File: src/rtl/sparc_ifu_milcam_pkg.sv
// Shared defaults and priority helpers for the IFU miss-address CAM.
// Helpers work on a 16-bit vector; callers zero-extend and truncate to NENT/IW.
package sparc_ifu_milcam_pkg;

  localparam int MIL_AW   = 35;
  localparam int MIL_NENT = 4;

  // Isolate the lowest set bit (two's-complement trick).
  function automatic logic [15:0] lowest_set(input logic [15:0] v);
    return v & (~v + 16'd1);
  endfunction

  // Binary index of the lowest set bit; 0 when the vector is empty.
  function automatic logic [3:0] oh_encode(input logic [15:0] oh);
    logic [3:0] idx;
    idx = '0;
    for (int i = 15; i >= 0; i--) begin
      if (oh[i]) idx = 4'(i);
    end
    return idx;
  endfunction

endpackage

File: src/rtl/sparc_ifu_milcam_if.sv
// Allocation, free, lookup and status signals of the MIL miss-address CAM.
// master drives requests; slave is the CAM.
interface sparc_ifu_milcam_if
  import sparc_ifu_milcam_pkg::*;
#(
  parameter int AW   = MIL_AW,
  parameter int NENT = MIL_NENT,
  parameter int IW   = $clog2(NENT)
) ();

  logic            alloc_vld;
  logic [AW-1:0]   alloc_addr;
  logic            alloc_ok;
  logic [IW-1:0]   alloc_idx;
  logic            free_vld;
  logic [IW-1:0]   free_idx;
  logic            lkup_vld;
  logic [AW-1:0]   lkup_addr;
  logic            hit_q;
  logic [NENT-1:0] hit_vec_q;
  logic [IW-1:0]   hit_idx_q;
  logic            rej_q;
  logic [NENT-1:0] vld_vec;
  logic            full;
  logic            empty;

  modport master (
    output alloc_vld, alloc_addr, free_vld, free_idx, lkup_vld, lkup_addr,
    input  alloc_ok, alloc_idx, hit_q, hit_vec_q, hit_idx_q, rej_q, vld_vec, full, empty
  );

  modport slave (
    input  alloc_vld, alloc_addr, free_vld, free_idx, lkup_vld, lkup_addr,
    output alloc_ok, alloc_idx, hit_q, hit_vec_q, hit_idx_q, rej_q, vld_vec, full, empty
  );

endinterface

File: src/rtl/sparc_ifu_milcam_ent.sv
// One CAM entry: miss-address register with valid-gated lookup and duplicate compares.
// Compares are combinational; the address register is written on the edge after wr_en.
module sparc_ifu_milcam_ent
  import sparc_ifu_milcam_pkg::*;
#(
  parameter int AW = MIL_AW
) (
  input  logic          rclk,
  input  logic          wr_en,
  input  logic [AW-1:0] wr_addr,
  input  logic          vld,
  input  logic [AW-1:0] lkup_addr,
  input  logic [AW-1:0] chk_addr,
  output logic          lkup_hit,
  output logic          chk_hit
);

  logic [AW-1:0] addr_q;

  // Contents are only meaningful while vld is set, so no reset is needed.
  always_ff @(posedge rclk) begin
    if (wr_en) addr_q <= wr_addr;
  end

  assign lkup_hit = vld & (addr_q == lkup_addr);
  assign chk_hit  = vld & (addr_q == chk_addr);

endmodule

File: src/rtl/sparc_ifu_milcam.sv
// MIL miss-address CAM: lowest-free allocation, free by index, registered 1-cycle lookup.
// Never stalls; a full or duplicate allocation is dropped and flagged on rej_q.
module sparc_ifu_milcam
  import sparc_ifu_milcam_pkg::*;
#(
  parameter int AW   = MIL_AW,
  parameter int NENT = MIL_NENT,
  parameter int IW   = $clog2(NENT)
) (
  input logic               rclk,
  input logic               arst_l,
  sparc_ifu_milcam_if.slave mif
);

  logic [NENT-1:0] vld_q;
  logic [NENT-1:0] fv;
  logic [NENT-1:0] alloc_oh;
  logic [NENT-1:0] free_oh;
  logic [NENT-1:0] lkup_m;
  logic [NENT-1:0] dup_m;
  logic [NENT-1:0] m;
  logic [NENT-1:0] nxt_hit_vec;
  logic            dup;
  logic            alloc_ok;
  logic            byp;
  logic            hit_q;
  logic [NENT-1:0] hit_vec_q;
  logic [IW-1:0]   hit_idx_q;
  logic            rej_q;

  // Free vector predates this cycle's free, so a freed slot is reusable only next cycle.
  assign fv       = ~vld_q;
  assign alloc_oh = NENT'(lowest_set(16'(fv)));
  assign dup      = |dup_m;
  assign alloc_ok = mif.alloc_vld & (|fv) & ~dup;

  for (genvar g = 0; g < NENT; g++) begin : g_ent
    sparc_ifu_milcam_ent #(.AW(AW)) u_ent (
      .rclk      (rclk),
      .wr_en     (alloc_ok & alloc_oh[g]),
      .wr_addr   (mif.alloc_addr),
      .vld       (vld_q[g]),
      .lkup_addr (mif.lkup_addr),
      .chk_addr  (mif.alloc_addr),
      .lkup_hit  (lkup_m[g]),
      .chk_hit   (dup_m[g])
    );
    assign free_oh[g] = mif.free_vld & (mif.free_idx == IW'(g));
  end

  // A same-cycle allocation of the looked-up address hits in its new slot.
  assign byp         = alloc_ok & (mif.alloc_addr == mif.lkup_addr);
  assign m           = lkup_m | (byp ? alloc_oh : '0);
  assign nxt_hit_vec = mif.lkup_vld ? m : '0;

  always_ff @(posedge rclk or negedge arst_l) begin
    if (!arst_l) begin
      vld_q     <= '0;
      hit_q     <= 1'b0;
      hit_vec_q <= '0;
      hit_idx_q <= '0;
      rej_q     <= 1'b0;
    end else begin
      vld_q     <= (vld_q & ~free_oh) | (alloc_ok ? alloc_oh : '0);
      hit_q     <= |nxt_hit_vec;
      hit_vec_q <= nxt_hit_vec;
      hit_idx_q <= IW'(oh_encode(16'(nxt_hit_vec)));
      rej_q     <= mif.alloc_vld & ~alloc_ok;
    end
  end

  assign mif.alloc_ok  = alloc_ok;
  assign mif.alloc_idx = IW'(oh_encode(16'(alloc_oh)));
  assign mif.hit_q     = hit_q;
  assign mif.hit_vec_q = hit_vec_q;
  assign mif.hit_idx_q = hit_idx_q;
  assign mif.rej_q     = rej_q;
  assign mif.vld_vec   = vld_q;
  assign mif.full      = &vld_q;
  assign mif.empty     = ~|vld_q;

endmodule

File: src/flat_wrapper.sv
// flat-port wrapper written by rule: the top's interface ports become plain ports
module sparc_ifu_milcam_flat import sparc_ifu_milcam_pkg::*;
#(
  parameter int AW   = MIL_AW,
  parameter int NENT = MIL_NENT,
  parameter int IW   = $clog2(NENT)
)
  (rclk, arst_l, mif_alloc_vld, mif_alloc_addr, mif_free_vld, mif_free_idx, mif_lkup_vld, mif_lkup_addr, mif_alloc_ok, mif_alloc_idx, mif_hit_q, mif_hit_vec_q, mif_hit_idx_q, mif_rej_q, mif_vld_vec, mif_full, mif_empty);
  sparc_ifu_milcam_if #(.AW(AW), .NENT(NENT), .IW(IW)) mif_i ();
  input logic rclk;
  input logic arst_l;
  input wire logic [$bits(mif_i.alloc_vld)-1:0] mif_alloc_vld;
  input wire logic [$bits(mif_i.alloc_addr)-1:0] mif_alloc_addr;
  input wire logic [$bits(mif_i.free_vld)-1:0] mif_free_vld;
  input wire logic [$bits(mif_i.free_idx)-1:0] mif_free_idx;
  input wire logic [$bits(mif_i.lkup_vld)-1:0] mif_lkup_vld;
  input wire logic [$bits(mif_i.lkup_addr)-1:0] mif_lkup_addr;
  output wire logic [$bits(mif_i.alloc_ok)-1:0] mif_alloc_ok;
  output wire logic [$bits(mif_i.alloc_idx)-1:0] mif_alloc_idx;
  output wire logic [$bits(mif_i.hit_q)-1:0] mif_hit_q;
  output wire logic [$bits(mif_i.hit_vec_q)-1:0] mif_hit_vec_q;
  output wire logic [$bits(mif_i.hit_idx_q)-1:0] mif_hit_idx_q;
  output wire logic [$bits(mif_i.rej_q)-1:0] mif_rej_q;
  output wire logic [$bits(mif_i.vld_vec)-1:0] mif_vld_vec;
  output wire logic [$bits(mif_i.full)-1:0] mif_full;
  output wire logic [$bits(mif_i.empty)-1:0] mif_empty;
  assign mif_i.alloc_vld = mif_alloc_vld;
  assign mif_i.alloc_addr = mif_alloc_addr;
  assign mif_i.free_vld = mif_free_vld;
  assign mif_i.free_idx = mif_free_idx;
  assign mif_i.lkup_vld = mif_lkup_vld;
  assign mif_i.lkup_addr = mif_lkup_addr;
  assign mif_alloc_ok = mif_i.alloc_ok;
  assign mif_alloc_idx = mif_i.alloc_idx;
  assign mif_hit_q = mif_i.hit_q;
  assign mif_hit_vec_q = mif_i.hit_vec_q;
  assign mif_hit_idx_q = mif_i.hit_idx_q;
  assign mif_rej_q = mif_i.rej_q;
  assign mif_vld_vec = mif_i.vld_vec;
  assign mif_full = mif_i.full;
  assign mif_empty = mif_i.empty;
  sparc_ifu_milcam #(.AW(AW), .NENT(NENT), .IW(IW)) u_core (.rclk(rclk), .arst_l(arst_l), .mif(mif_i));
endmodule
File: config.mk
export PLATFORM = sky130hd
export DESIGN_NAME = sparc_ifu_milcam_flat
export DESIGN_NICKNAME = d
export VERILOG_FILES = /design/src/rtl/sparc_ifu_milcam_pkg.sv /design/src/rtl/sparc_ifu_milcam_if.sv /design/src/rtl/sparc_ifu_milcam_ent.sv /design/src/rtl/sparc_ifu_milcam.sv /design/src/flat_wrapper.sv
export SDC_FILE = /design/constraint.sdc
export NUM_CORES = 1
export LEC_CHECK = 0
export CORE_ASPECT_RATIO = 1.4
export CORE_UTILIZATION = 45
export DETAILED_ROUTE_END_ITERATION = 12
export PLACE_DENSITY = 0.65
export SETUP_SLACK_MARGIN = 0.15
export SKIP_LAST_GASP = 1
export SYNTH_ARGS = -nofsm -noshare
export SYNTH_HDL_FRONTEND = slang
export SYNTH_HIERARCHICAL = 1
export SYNTH_SLANG_ARGS = --single-unit
export TNS_END_PERCENT = 100
File: constraint.sdc
create_clock -name rclk -period 5.35 [get_ports rclk]
set_input_delay 0.8025 -clock rclk [delete_from_list [all_inputs] [get_ports rclk]]
set_output_delay 0.8025 -clock rclk [all_outputs]
set_load 0.05 [all_outputs]
==> flow_summary_export.csv, run 1 <==
group,metric,value,unit
critical_path,end_kind,"output pin",
clocking,worstSkewPairLatency,0.43,ns
detailed_routing,drtPass1Iterations,4,
synth,synth_ff_type,"edfxtp_1",
timing,skew,0.00711,ns
layout,multi_input_area,3830,um^2
place,dpl-instance-area,9640,um^2
layout,stdcell_count,994,
synth,syn_area,8310,um^2
clocking,cts_root_buf,"clkbuf_16",
timing,slew_headroom,43.9,%
layout,fillCellCount,1565,
timing,finalHoldViolCount,0,
power,leakage,3.49,nW
synth,async_flop_share,7.89,%
job,max_cap_violations,0,
grt,gr-total-overflow,0,
critical_path,crit_type,"in2out",
critical_path,cp_slowest_cell,"nor4_1",
synth,synth_seq_cells,152,
layout,nNetsFinal,818,
critical_path,required,4.55,ns
critical_path,cp_top_family,"buffers and inverters",
floorplanning,die-area,19000,um^2
grt,grt_pass1_wl,34.8,mm
synth,yosys.area.top_type,"edfxtp_1",
grt,grt_max_degree,36,
timing,grt_setup_unrepaired,"no",
synth,synth_top_area_share,50.6,%
layout,n_antenna_cell,0,
synth,yosysWarnings,6,
timing,period_share,86.4,%
critical_path,crit_arrival,3.82,ns
clocking,cts_resized,0,
critical_path,worst-path-buf-inv,3,
detailed_routing,routed_via_density,5.51,
power,peakVddDrop,0.202,mV
layout,syn_to_final_growth,23.0,%
critical_path,crit_top_cell,"clkdlybuf4s50_1",
critical_path,slowest_delay,0.75,ns
critical_path,crit_cells,9,
hold_path,hp-class,"reg2reg",
floorplanning,io_pins,94,
synth,synth.net_count,701,
clocking,postCtsSetupRepairBufs,0,
clocking,clkSlewWorstSetupHoldPaths,0.06,ns
layout,design_area,10200,um^2
clocking,cts_tree,"yes",
floorplanning,start_util,46.2,%
grt,antenna_found_initial,0,
synth,seq_area_frac_synth,54.2,%
clocking,cts_made_buffers,17,
grt,grt_usage,26.4,%
detailed_routing,final_antenna_net_count,0,
synth,synthCells,624,
timing,drv_slew,0,
place,place.detailed.hpwl,18.3,mm
critical_path,crit_chain,"clkdlybuf4s50_1 > xor2_1 > nor4_1 > nand4_1 > nor4_2 > nor2_2 > o2111ai_4 > inv_1 > clkdlybuf4s50_1",
detailed_routing,drc_errors,0,
outcome,status,"finished, final reports clean",
power,p_per_area,369,nW/um^2
clocking,max-clock-path-buffers,2,
timing,setup_tns,0,ns
synth,synth.area.top_cells,"edfxtp_1, xor2_1, xnor2_1, nor4_1, dfrtp_1",
critical_path,cp_max_fo,9,
timing,max_freq,0.216,GHz
timing,fin_crit,4.62,ns
floorplanning,die_w,117,um
place,preCtsSetupSlack,0.767,ns
floorplanning,core-area,18000,um^2
layout,drive_gt1_share,7.56,%
synth,synth_area_per_cell,13.3,um^2
critical_path,crit_end,"mif_alloc_ok",
timing,finalSetupViolations,0,
critical_path,startpoint,"mif_alloc_addr[15]",
place,numPortBuffers,93,
grt,grt_pass1_vias,5626,
timing,finalWorstSetupSlack,0.725,ns
synth,ys_types,34,
timing,worst_pin_slew,0.834,ns
critical_path,reg2reg_to,"u_core/g_ent[2].u_ent/addr_q[8]",
clocking,ctsHoldBuffers,0,
critical_path,r2r_slack,2.27,ns
critical_path,r2r.worst_path.cells,9,
layout,register_area,4500,um^2
detailed_routing,first_iter_violations,420,
critical_path,regToRegStartpoint,"u_core/g_ent[3].u_ent/addr_q[8]",
critical_path,critPathLaunchType,"primary input",
clocking,htreeDepth,4,
synth,synth_edf_count,140,
clocking,clock-sinks,152,
place,globalplace.congestion,1.03,
place,placedCellCount,962,
detailed_routing,wirelength,23.6,mm
detailed_routing,wire_per_inst,23.8,um
floorplanning,fp.dieH,163,um
detailed_routing,vias,5474,
floorplanning,fp-row-count,58,
==> how the worst min path moves through the flow <==
stage,from,endpoint,slack (ns),depth (start not counted)
floorplan,arst_l,u_core/mif.hit_idx_q[0],0.51,0
global placement,u_core/mif.vld_vec[3],u_core/mif.vld_vec[3],0.69,1
detailed placement,u_core/mif.vld_vec[3],u_core/mif.vld_vec[3],0.70,1
CTS,arst_l,u_core/mif.vld_vec[2],0.70,1
global route,u_core/mif.vld_vec[3],u_core/mif.vld_vec[3],0.74,1
finish,u_core/mif.vld_vec[3],u_core/mif.vld_vec[3],0.69,1
==> cells by family after synthesis <==
group                  share of synthesized area, %
XOR/XNOR                                       33.2
flip-flops                                     54.2
AND/OR/NAND/NOR                                10.8
AO/OA/AOI/OAI                                  1.63
buffers and inverters                        0.0903
multiplexers                                  0.120
==> report_power, final <==
part / total, mW / internal [mW] / switching, mW
sequential: 1.68 / 1.51 / 0.168
combinational: 0.899 / 0.329 / 0.570
clock: 1.19 / 0.724 / 0.471
==> metal layers <==
layer  part of all wire (%)  vias to the layer above  track usage (%)
met2                     50                      248             44.0
met3                    5.5                       56             4.84
li1                       -                     2508                -
met4                    4.4                        0             13.4
met1                     40                     2662             32.5
met5                      0                        -                0
==> state kept, by name (all words and copies together), names as in the netlist <==
name / flops
u_core/g_ent.u_ent/addr_q: 140
u_core/mif.hit_idx_q: 2
u_core/mif.hit_q: 1
u_core/mif.hit_vec_q: 4
u_core/mif.rej_q: 1
u_core/mif.vld_vec: 4
==> cell type report <==
| cell class | count | area share [%] |
|---|---|---|
| tap | 240 | 2.94 |
| clock inverter | 15 | 1.57 |
| clock buffer | 17 | 4.16 |
| sequential | 152 | 44.1 |
| multi-input combinational | 470 | 37.5 |
| inverter | 2 | 0.0734 |
| timing repair buffer | 98 | 9.72 |
==> cell usage after synthesis (all sizes together) (2+ instances only) <==
cell type / instances
inv: 2
edfxtp: 140
nand4: 27
nand2: 6
nor2: 11
or2: 2
nor4: 73
nand2b: 2
dfrtp: 12
xor2: 248
or3: 2
nand3: 11
o21ai: 4
xnor2: 67
a21o: 2
==> stage by stage <==
stage | hold WS [ns] | total power [mW] | utilization, %
detailed placement | 0.697 | 2.59 | 53.6
global route | 0.737 | 3.89 | 56.8
floorplan | 0.507 | 2.15 | -
CTS | 0.700 | 3.79 | 56.8
global placement | 0.688 | 2.59 | 53.6
finish | 0.692 | 3.77 | 56.8
==> cells in the final DEF, fill, tap and decap left out, drive strengths merged, types with 2 or more instances in the layout <==
master	instances
nand2	6
dfrtp	12
bufinv	3
o21ai	4
clkdlybuf4s50	93
or3	2
edfxtp	140
a21o	2
buf	5
clkbuf	17
nand2b	2
nor4	73
xnor2	67
clkinv	9
clkinvlp	3
nand3	11
xor2	248
nand4	27
nor2	11
or2	2
inv	2
Power figures use the tool's default switching activity.
==> run 2: changes to the inputs <==
--- a/config.mk
+++ b/config.mk
@@ -5,10 +5,11 @@
 export SDC_FILE = /design/constraint.sdc
 export NUM_CORES = 1
 export LEC_CHECK = 0
+export CAP_MARGIN = 15
 export CORE_ASPECT_RATIO = 1.4
-export CORE_UTILIZATION = 45
+export CORE_UTILIZATION = 50
 export DETAILED_ROUTE_END_ITERATION = 12
-export PLACE_DENSITY = 0.65
+export PLACE_DENSITY = 0.71
 export SETUP_SLACK_MARGIN = 0.15
 export SKIP_LAST_GASP = 1
 export SYNTH_ARGS = -nofsm -noshare
==> flow_summary_export.csv, run 2 (same netlist as run 1, synthesis figures left out) <==
group,metric,value,unit
timing,finalSetupViolations,0,
timing,skew,0.0104,ns
clocking,htreeDepth,4,
timing,fin_crit,4.67,ns
clocking,cts_root_buf,"clkbuf_16",
critical_path,required,4.55,ns
layout,register_area,4500,um^2
detailed_routing,drc_errors,16,
layout,fillCellCount,1297,
timing,max_freq,0.214,GHz
critical_path,r2r_slack,2.11,ns
power,p_per_area,373,nW/um^2
place,place.detailed.hpwl,18.0,mm
clocking,cts_resized,0,
place,globalplace.congestion,1.05,
layout,n_antenna_cell,0,
timing,finalHoldViolCount,0,
detailed_routing,wirelength,23.5,mm
clocking,postCtsSetupRepairBufs,0,
detailed_routing,first_iter_violations,399,
layout,multi_input_area,3830,um^2
timing,worst_pin_slew,0.822,ns
clocking,ctsHoldBuffers,0,
clocking,cts_made_buffers,17,
critical_path,crit_top_cell,"clkdlybuf4s50_1",
grt,gr-total-overflow,0,
hold_path,hp-class,"in2async",
timing,setup_tns,0,ns
layout,final_common_cell,"xor2_1",
power,peakVddDrop,0.191,mV
timing,period_share,87.3,%
layout,final_cell_mix,"xor2_1, edfxtp_1, clkdlybuf4s50_1",
grt,grt_pass1_vias,5587,
clocking,cts_tree,"yes",
floorplanning,die-area,17200,um^2
layout,max_flop_register,"u_core/g_ent.u_ent/addr_q",
clocking,worstSkewPairLatency,0.43,ns
grt,grt_pass1_wl,34.6,mm
place,numPortBuffers,93,
layout,stdcell_count,951,
detailed_routing,final_antenna_net_count,0,
detailed_routing,wire_per_inst,24.8,um
grt,grt_max_degree,36,
clocking,max-clock-path-buffers,2,
floorplanning,die_w,111,um
layout,drive_gt1_share,7.05,%
outcome,status,"finished with violations",
critical_path,crit_type,"in2out",
floorplanning,io_pins,94,
timing,drv_slew,0,
detailed_routing,drtPass1Iterations,9,
critical_path,crit_chain,"clkdlybuf4s50_1 > xor2_1 > nor4_1 > nand4_1 > nor4_2 > nor2_2 > o2111ai_4 > inv_1 > clkdlybuf4s50_1",
timing,grt_setup_unrepaired,"no",
critical_path,crit_arrival,3.87,ns
floorplanning,fp.dieH,155,um
detailed_routing,routed_via_density,5.73,
grt,antenna_found_initial,0,
critical_path,cp_slowest_cell,"clkdlybuf4s50_1",
job,max_cap_violations,0,
layout,syn_to_final_growth,22.4,%
clocking,clock-sinks,152,
power,leakage,3.50,nW
floorplanning,core-area,16200,um^2
layout,nNetsFinal,818,
outcome,violations,"DRC",
detailed_routing,vias,5448,
critical_path,cp_max_fo,9,
place,placedCellCount,921,
grt,grt_usage,28.4,%
critical_path,end_kind,"output pin",
timing,finalWorstSetupSlack,0.679,ns
critical_path,critPathLaunchType,"primary input",
floorplanning,fp-row-count,55,
timing,slew_headroom,44.7,%
place,preCtsSetupSlack,0.652,ns
clocking,clkSlewWorstSetupHoldPaths,0.06,ns
floorplanning,start_util,51.2,%
critical_path,slowest_delay,0.75,ns
layout,largest_register_ffs,140,
[run 2: cell count changes in the layout (fill, tap and decap cells not counted), sizes merged]
cell	change
clkinvlp	-2
clkinv	-3
bufinv	+1
clkbuf	+2
[run 2: layout make-up]
class	count	area share (%)
inverters	2	0.0738
clock buffers	19	4.25
repair buffers	98	9.76
flip-flops and latches	152	44.3
clock inverters	11	1.54
multi-input cells	470	37.7
well taps	199	2.45
[run 2: critical path, delay by kind of cell]
kind                      cells  cell delay, ns
and+or+nand+nor               4            1.25
buffers and inverters         3            1.52
xor gates and xnor gates      1            0.17
AOI/OAI and AO/OA             1            0.12
[run 2: routing by layer]
layer / up-vias / wire length, um / track usage [%] / part of all wire [%]
met5: - / 0 / 0 / 0
li1: 2506 / - / - / -
met2: 217 / 12000 / 49.2 / 51
met1: 2684 / 9250 / 33.8 / 39
met3: 41 / 1400 / 5.88 / 6.0
met4: 0 / 879 / 13.4 / 3.7
[run 2: metrics by stage]
step | area (um^2) | hold slack [ns] | util (%) | power [mW]
finish | 10200 | 0.725 | 62.7 | 3.80
detailed placement | 9590 | 0.731 | 59.0 | 2.59
CTS | 10200 | 0.724 | 62.7 | 3.81
global placement | 9590 | 0.704 | 59.0 | 2.58
floorplan | 8310 | 0.507 | - | 2.15
global route | 10200 | 0.752 | 62.7 | 3.92
[run 2: power breakdown]
part	switching, mW	internal [mW]	leakage (nW)
Clock	0.454	0.767	0.283
Sequential	0.172	1.51	1.44
Combinational	0.567	0.329	1.77
[run 2: worst paths after layout]
| check | startpoint | end | depth (start not counted) |
|---|---|---|---|
| max | mif_alloc_addr[14] | mif_alloc_ok | 9 |
| min | arst_l | u_core/mif.vld_vec[2] | 1 |
| max reg2reg | u_core/g_ent[1].u_ent/addr_q[8] | u_core/g_ent[3].u_ent/addr_q[23] | 9 |
| min reg2reg | u_core/mif.vld_vec[3] | u_core/mif.vld_vec[3] | 1 |
| max in group asynchronous | arst_l | u_core/mif.hit_vec_q[3] | 1 |
| min in group rclk | u_core/mif.vld_vec[3] | u_core/mif.vld_vec[3] | 1 |
